===== config.mk =====
export PLATFORM = sky130hd
export DESIGN_NAME = ram_march_bist
export DESIGN_NICKNAME = d
export VERILOG_FILES = /design/src/rtl/ram_march_bist.sv
export SDC_FILE = /design/constraint.sdc
export NUM_CORES = 1
export LEC_CHECK = 0
export ABC_AREA = 0
export ABC_CLOCK_PERIOD_IN_PS = 2900
export CORE_ASPECT_RATIO = 1.25
export CORE_MARGIN = 2
export CORE_UTILIZATION = 45
export CTS_BUF_LIST = sky130_fd_sc_hd__clkbuf_4 sky130_fd_sc_hd__clkbuf_8
export DETAILED_ROUTE_END_ITERATION = 8
export PLACE_DENSITY_LB_ADDON = 0.2
export SKIP_CTS_REPAIR_TIMING = 1
export SLEW_MARGIN = 20
export SYNTH_ARGS = -nofsm -noshare
export SYNTH_HDL_FRONTEND = slang
export SYNTH_SLANG_ARGS = --single-unit

===== constraint.sdc =====
create_clock -name CLK -period 2.9 [get_ports CLK]
set_clock_uncertainty 0.1 [all_clocks]
set_input_delay 0.58 -clock CLK [delete_from_list [all_inputs] [get_ports CLK]]
set_output_delay 0.58 -clock CLK [all_outputs]
set_load 0.05 [all_outputs]

===== src/rtl/ram_march_bist.sv =====
// March C- built-in self-test initiator for a single-port DFFRAM macro.
// Drives EN/WE/A/Di, checks Do one cycle after each read, latches the first miscompare.
module ram_march_bist #(
    parameter int              AW  = 13,
    parameter int              DW  = 32,
    parameter logic [DW-1:0]   DBG = {DW{1'b0}}
) (
    input  logic              CLK,
    input  logic              RSTn,
    input  logic              START,
    output logic              BUSY,
    output logic              DONE,
    output logic              FAIL,
    output logic [AW-1:0]     FAIL_ADDR,
    output logic [DW-1:0]     FAIL_DATA,
    output logic [2:0]        FAIL_ELEM,
    output logic              RAM_EN,
    output logic [DW/8-1:0]   RAM_WE,
    output logic [AW-1:0]     RAM_A,
    output logic [DW-1:0]     RAM_Di,
    input  logic [DW-1:0]     RAM_Do
);

    localparam int BW = DW / 8;

    localparam logic [3:0] ST_M0    = 4'd0;
    localparam logic [3:0] ST_M1    = 4'd1;
    localparam logic [3:0] ST_M2    = 4'd2;
    localparam logic [3:0] ST_M3    = 4'd3;
    localparam logic [3:0] ST_M4    = 4'd4;
    localparam logic [3:0] ST_M5    = 4'd5;
    localparam logic [3:0] ST_DRAIN = 4'd6;
    localparam logic [3:0] ST_IDLE  = 4'd7;
    localparam logic [3:0] ST_DONE  = 4'd8;

    localparam logic [AW-1:0] A_MAX = {AW{1'b1}};
    localparam logic [AW-1:0] A_ONE = {{(AW-1){1'b0}}, 1'b1};
    localparam logic [DW-1:0] D0    = DBG;
    localparam logic [DW-1:0] D1    = ~DBG;

    logic [3:0]    state_q, state_d;
    logic          wr_ph_q, wr_ph_d;
    logic          busy_q, busy_d;
    logic          done_q, done_d;
    logic          fail_q, fail_d;
    logic [AW-1:0] fail_addr_q, fail_addr_d;
    logic [DW-1:0] fail_data_q, fail_data_d;
    logic [2:0]    fail_elem_q, fail_elem_d;
    logic          en_q, en_d;
    logic          we_q, we_d;
    logic [AW-1:0] a_q, a_d;
    logic [DW-1:0] di_q, di_d;
    logic          chk_q, chk_d;
    logic [DW-1:0] chk_exp_q, chk_exp_d;
    logic [AW-1:0] chk_addr_q, chk_addr_d;
    logic [2:0]    chk_elem_q, chk_elem_d;

    logic desc;
    logic last;
    logic mis;

    assign desc = (state_q == ST_M3) || (state_q == ST_M4);
    assign last = desc ? (a_q == '0) : (a_q == A_MAX);
    assign mis  = chk_q && (RAM_Do != chk_exp_q);

    always_comb begin
        state_d     = state_q;
        wr_ph_d     = wr_ph_q;
        busy_d      = busy_q;
        done_d      = done_q;
        fail_d      = fail_q;
        fail_addr_d = fail_addr_q;
        fail_data_d = fail_data_q;
        fail_elem_d = fail_elem_q;
        en_d        = 1'b0;
        we_d        = 1'b0;
        a_d         = a_q;
        di_d        = di_q;
        chk_d       = 1'b0;
        // Expected read data travels with the read into the compare cycle
        chk_exp_d   = (state_q == ST_M2 || state_q == ST_M4) ? D1 : D0;
        chk_addr_d  = a_q;
        chk_elem_d  = state_q[2:0];

        case (state_q)
            ST_IDLE, ST_DONE: begin
                if (START) begin
                    state_d     = ST_M0;
                    a_d         = '0;
                    en_d        = 1'b1;
                    we_d        = 1'b1;
                    di_d        = D0;
                    busy_d      = 1'b1;
                    done_d      = 1'b0;
                    fail_d      = 1'b0;
                    fail_addr_d = '0;
                    fail_data_d = '0;
                    fail_elem_d = '0;
                end
            end
            ST_M0: begin
                en_d = 1'b1;
                if (last) begin
                    state_d = ST_M1;
                    a_d     = '0;
                    wr_ph_d = 1'b0;
                end else begin
                    a_d  = a_q + A_ONE;
                    we_d = 1'b1;
                    di_d = D0;
                end
            end
            ST_M1, ST_M2, ST_M3, ST_M4: begin
                en_d = 1'b1;
                if (!wr_ph_q) begin
                    chk_d   = 1'b1;
                    we_d    = 1'b1;
                    wr_ph_d = 1'b1;
                    di_d    = (state_q == ST_M1 || state_q == ST_M3) ? D1 : D0;
                end else begin
                    wr_ph_d = 1'b0;
                    if (last) begin
                        state_d = state_q + 4'd1;
                        a_d     = (state_q == ST_M2 || state_q == ST_M3) ? A_MAX : '0;
                    end else begin
                        a_d = desc ? (a_q - A_ONE) : (a_q + A_ONE);
                    end
                end
            end
            ST_M5: begin
                chk_d = 1'b1;
                if (last) begin
                    state_d = ST_DRAIN;
                end else begin
                    en_d = 1'b1;
                    a_d  = a_q + A_ONE;
                end
            end
            ST_DRAIN: begin
                state_d = ST_DONE;
                busy_d  = 1'b0;
                done_d  = 1'b1;
            end
            default: begin
                state_d = ST_IDLE;
                busy_d  = 1'b0;
            end
        endcase

        // First miscompare aborts; a write already on the bus still completes
        if (mis) begin
            state_d     = ST_DONE;
            wr_ph_d     = 1'b0;
            busy_d      = 1'b0;
            done_d      = 1'b1;
            en_d        = 1'b0;
            we_d        = 1'b0;
            chk_d       = 1'b0;
            fail_d      = 1'b1;
            fail_addr_d = chk_addr_q;
            fail_data_d = RAM_Do;
            fail_elem_d = chk_elem_q;
        end
    end

    always_ff @(posedge CLK or negedge RSTn) begin
        if (!RSTn) begin
            state_q     <= ST_IDLE;
            wr_ph_q     <= 1'b0;
            busy_q      <= 1'b0;
            done_q      <= 1'b0;
            fail_q      <= 1'b0;
            fail_addr_q <= '0;
            fail_data_q <= '0;
            fail_elem_q <= '0;
            en_q        <= 1'b0;
            we_q        <= 1'b0;
            a_q         <= '0;
            di_q        <= '0;
            chk_q       <= 1'b0;
            chk_exp_q   <= '0;
            chk_addr_q  <= '0;
            chk_elem_q  <= '0;
        end else begin
            state_q     <= state_d;
            wr_ph_q     <= wr_ph_d;
            busy_q      <= busy_d;
            done_q      <= done_d;
            fail_q      <= fail_d;
            fail_addr_q <= fail_addr_d;
            fail_data_q <= fail_data_d;
            fail_elem_q <= fail_elem_d;
            en_q        <= en_d;
            we_q        <= we_d;
            a_q         <= a_d;
            di_q        <= di_d;
            chk_q       <= chk_d;
            chk_exp_q   <= chk_exp_d;
            chk_addr_q  <= chk_addr_d;
            chk_elem_q  <= chk_elem_d;
        end
    end

    assign BUSY      = busy_q;
    assign DONE      = done_q;
    assign FAIL      = fail_q;
    assign FAIL_ADDR = fail_addr_q;
    assign FAIL_DATA = fail_data_q;
    assign FAIL_ELEM = fail_elem_q;
    assign RAM_EN    = en_q;
    assign RAM_WE    = {BW{we_q}};
    assign RAM_A     = a_q;
    assign RAM_Di    = di_q;

endmodule


==> Word-level counts from Yosys, hierarchy flattened <==
Cells that the tools add are included.
{ "totals": {"ff_bits": 152, "output_inout_bits": 101} }
{ "classes": {"add_sub_neg": 3, "n_eq_ne": 21, "n_mux": 49, "reduce_logical": 24} }
{ "ops": {"columns": ["operator", "n"], "rows": [
  ["2-to-1 mux 32 bit", 7],
  ["2-to-1 mux 13 bit", 9],
  ["case mux 32 bit (3 select lines)", 1],
  ["case mux 13 bit (4 select lines)", 1],
  ["inequality test 32 bit", 1],
  ["2-to-1 mux 4 bit", 6],
  ["case mux 4 bit (5 select lines)", 1],
  ["== test 4 x 3 -> 1 bit (second input constant)", 4],
  ["2-to-1 mux 1 bit", 15],
  ["inequality test 3 bit (second input constant)", 5],
  ["adder 13 x 1 -> 13 bit (second input constant)", 1],
  ["== test 13 bit (second input constant)", 1],
  ["logical NOT 13 bit", 1],
  ["subtractor 13 x 1 -> 13 bit (second input constant)", 1],
  ["inequality test 2 bit (second input constant)", 5],
  ["2-to-1 mux 3 bit", 3],
  ["nonzero test 3 bit", 3],
  ["== test 4 x 2 -> 1 bit (second input constant)", 2],
  ["case mux 1 bit (2 select lines)", 4],
  ["AND reduction 2 bit", 4],
  ["AND reduction 4 bit", 2],
  ["case mux 1 bit (3 select lines)", 2],
  ["OR reduction 6 bit", 1],
  ["AND reduction 5 bit", 1],
  ["other kinds (12)", 16]
]} }

==> Longest topological paths before layout <==
{ "logic_depth": {"ltp_word": 7, "ltp_mapped": 11, "ltp_nobuf": 9} }

==> Worst setup path before layout <==
Ideal clock, no wire load.
{ "synth_timing": {"kind": "reg-to-reg", "from": "reg a_q[7] (netlist: RAM_A[7])", "to": "reg a_q[2] (netlist: RAM_A[2])", "setup_time_ns": 0.121, "arrival_time_ns": 2.595, "path_slack_ns": 0.084, "path_stages_with_launch": 9, "n_path_buf": 1, "cell_sequence": "dfrtp_1 -> buf_6 -> or4_4 -> a2111oi_4 -> a32oi_1 -> o21ai_4 -> o22a_1 -> o22ai_1 -> a22o_1"} }
{ "synth_between": {"elab_chain_len": 5, "elab_cells_between_ends": 9, "classes_between": "eq/ne: 2; mux: 5; reduce/logical: 2"} }
{ "synth_lines": {"columns": ["element", "line_no", "text"], "rows": [
  ["from (decl)", "51", "logic [AW-1:0] a_q, a_d;"],
  ["from (signal assigned)", "178", "a_q <= '0;"],
  ["from (signal assigned)", "195", "a_q <= a_d;"],
  ["== test 13 bit or logical NOT 13 bit (tied branches)", "63", "assign last = desc ? (a_q == '0) : (a_q == A_MAX);"],
  ["2-to-1 mux 1 bit *", "63", null],
  ["2-to-1 mux 13 bit", "122", "if (last) begin"],
  ["2-to-1 mux 13 bit", "115", "if (!wr_ph_q) begin"],
  ["case mux 13 bit (4 select lines)", "85", "case (state_q)"]
]} }
Every way passes the cells marked *; elsewhere a longest branch is shown, timed or not. The select of a mux whose other input is x is not followed.
A chain may end at the register's enable or synchronous reset.

==> Worst setup path in the final report <==
{ "layout_timing": {"from": "reg state_q[0]", "to": "reg a_q[5] (netlist: RAM_A[5])"} }
{ "layout_between": {"elab_chain_len": 6, "elab_cells_between_ends": 24, "classes_between": "eq/ne: 10; mux: 7; reduce/logical: 7"} }
{ "layout_lines": {"columns": ["element", "line_no", "text"], "rows": [
  ["from (decl)", "41", "logic [3:0] state_q, state_d;"],
  ["from (signal assigned)", "185", "state_q <= state_d;"],
  ["== test 4 x 2 -> 1 bit, or another cell as far along", "62, 85, 124", null],
  ["logical OR 1 bit, on equally long branches", "62, 124", null],
  ["2-to-1 mux 13 bit, or another cell as far along", "126", "a_d = desc ? (a_q - A_ONE) : (a_q + A_ONE);"],
  ["2-to-1 mux 13 bit", "122", null],
  ["2-to-1 mux 13 bit", "115", null],
  ["case mux 13 bit (4 select lines)", "85", null]
]} }
Several ways; a longest one is shown, not always the timed one. The select of a mux whose other input is x is not followed.

==> flow_summary.toml <==
[run_status]
status = "completed"

[timing]
slew_headroom_pct = 55.7
worst_pin_slew_ns = 0.659
fmax_mhz = 362
setup_viol = 0
setup-tns-final_ns = 0
hold_viol_final = 0
slew_violations = 0
min_period_ns = 2.76
period_share_pct = 95.3

[cells_and_area]
antenna_cells = 0
multi_input_area_mm2 = 0.00222
fin_cells = 820
num-nets-final = 725
fillers = 967
final_cell_mix = "clkdlybuf4s50_1 (134), nand2_1 (104), dfrtp_1 (87), nand3_1 (69), buf_4 (34)"
seq_area_mm2 = 0.00226
finish.utilization_pct = 61.9
area_growth_pct = 33.2
drive_gt1_share_pct = 11.6
fin_area_mm2 = 0.00660
final_common_cell = "clkdlybuf4s50_1"

[cts]
cts_tree = "built"
clockBufferDepth = 2
clk_pin_slew_worst_paths_ns = 0.09
clock-root-buffer = "clkbuf_8"
htree_levels = 3
cts_made_buffers = 9
insertion_delay_ns = 0.35
cts_sinks = 90

[synthesis]
synth_mux_area_share_pct = 0
synth_compound_area_share_pct = 15.8
synth_seq_cells = 90
synth.area.top_cells = "dfrtp_1 (44%), nand2_1 (8.0%), nand3_1 (7.0%), buf_4 (5.5%), o21ai_0 (3.3%)"
synth_top_family_by_area = "simple AND/OR/NAND/NOR gates"
synth_cells = 570
yosysSeqAreaShare_pct = 45.5
synth.distinct_cells = 63
yosys.area.top_type = "dfrtp_1"
synth_edf_count = 0
syn_area_mm2 = 0.00495
synth_xor_xnor_area_share_pct = 1.24
postSynth.asyncResetShare_pct = 100
syn_nets = 612
yosys.area_share.simple_pct = 25.4
synthFlopType = "dfrtp_1"
synth_fa_ha_area_share_pct = 1.77
synth_top_cell_area_share_pct = 44.0
synth_warnings = 0
synth.avg_cell_area_um2 = 8.69

[placed_design]
place.gp.congestion = 0.944
portBuffers = 135
dp_cells = 803
placed_area_mm2 = 0.00638
place_hpwl_um = 10200

[power]
p_leak_nw = 2.92
total_power_mw = 9.19
power_density_mw_per_mm2 = 1390
peakVddDrop_mv = 0.645

[floorplan]
core_mm2 = 0.0107
pin_count = 136
start_util_pct = 46.4
die_area_mm2 = 0.0119
die_w_um = 97.8
die_h_um = 121
rows = 42

[grt]
grt_usage_pct = 23.6
grt_max_degree = 49
grt_first_pass_wirelength_um = 22600
grt_antenna_before_repair = 0
overflow = 0
grt_pass1_vias = 4553

[detailed_routing]
drc = 0
ant_nets = 0
vias = 4619
wl_per_cell_um = 17.3
vias_per_cell = 5.63
wl_um = 14200
drt_first_pass_iters = 4
drtIter0Drc = 397

[setup_path]
path_max_fanout = 10
crit_path_end_kind = "flip-flop"
critPathKind = "reg2reg"
startpoint_type = "flip-flop"
cp.required_ns = 3.03
cp.arrival_ns = 2.89

[hold_path]
hp-class = "in2async"

[job]
maxCapViolations = 0
==> report_power, final <==
part,switching [mW],leakage [nW],internal (mW)
registers,0.368,1.16,1.77
logic,4.09,1.67,2.16
clock network,0.455,0.0898,0.350
==> cell usage after synthesis (3+ instances only) <==
cell type,number
nor4_1,15
nor2b_1,5
o32ai_1,3
nor3b_1,5
nand4_1,7
a21oi_1,19
o21ai_0,33
clkbuf_1,24
a22o_1,3
buf_4,36
nand3_1,69
a22oi_1,5
buf_6,3
ha_1,7
o211ai_1,3
a21o_1,4
nor2_1,20
xnor2_1,3
xor2_1,4
or4_1,3
buf_2,8
a31oi_1,9
dfrtp_1,87
and2_1,4
nand2_1,105
dfstp_2,3
inv_1,20
nor3_1,17
==> cells by family (layout without fill, tap and decap cells) <==
logic type	Yosys count	count (layout)
AND/OR/NAND/NOR	263	263
adder cells (fa/ha/maj)	7	7
XOR/XNOR	7	7
AO/OA/AOI/OAI	112	112
flip-flops	90	90
buffers and inverters	91	209
==> critical path, stage by stage, from the launching register on <==
cell and delay (ns):
dfstp_2 0.62, ha_1 0.29, nand2b_2 0.12, a2111oi_4 0.45
a32oi_1 0.21, o21ai_4 0.22, nor2_2 0.06, buf_4 0.17
buf_4 0.14, a22oi_2 0.13, nand3_1 0.12
==> final cells by class <==
cell class	count	share of cell area [%]
inverter	20	1.14
sequential	90	34.2
clock inverter	5	0.569
clock buffer	11	2.20
tap	132	2.50
multi-input combinational	389	33.7
timing repair buffer	173	25.7
==> metal layers <==
layer  global-route usage, %  wire, um  part of all wire (%)  vias up
li1                        -         -                     -     2202
met1                    28.8      5770                    41     2252
met2                    42.0      7480                    53      148
met3                    3.92       646                   4.6       17
met4                    8.07       264                   1.9        0
met5                       0         0                     0        -
==> flip-flops by register name, summed over array words and instances (netlist names), 3 cells and up <==
signal and flops:
FAIL_DATA 32, chk_addr_q 13, FAIL_ELEM 3, RAM_A 13, state_q 4, FAIL_ADDR 13, chk_elem_q 3
==> worst paths after layout <==
path,startpoint,endpoint,slack (ns),cells past startpoint
min in group CLK,chk_addr_q[2]$_DFF_PN0_,FAIL_ADDR[2]$_DFFE_PN0P_,0.34,2
max,state_q[0]$_DFFE_PN1P_,RAM_A[5]$_DFFE_PN0P_,0.14,10
max in group asynchronous,RSTn,state_q[0]$_DFFE_PN1P_,1.84,2
max reg2reg,state_q[0]$_DFFE_PN1P_,RAM_A[5]$_DFFE_PN0P_,0.14,10
min reg2reg,chk_addr_q[2]$_DFF_PN0_,FAIL_ADDR[2]$_DFFE_PN0P_,0.34,2
min,RSTn,FAIL_DATA[20]$_DFFE_PN0P_,0.14,1
==> metrics by stage <==
stage | hold slack (ns) | setup WS, ns
final | 0.143 | 0.137
after global routing | 0.175 | -0.0177
after CTS | 0.143 | 0.0696
after detailed placement | 0.321 | -0.0192
after global placement | 0.321 | 0.0728
after floorplan | 0.184 | 0.0843
No activity file was read; power rests on OpenSTA's default activity.
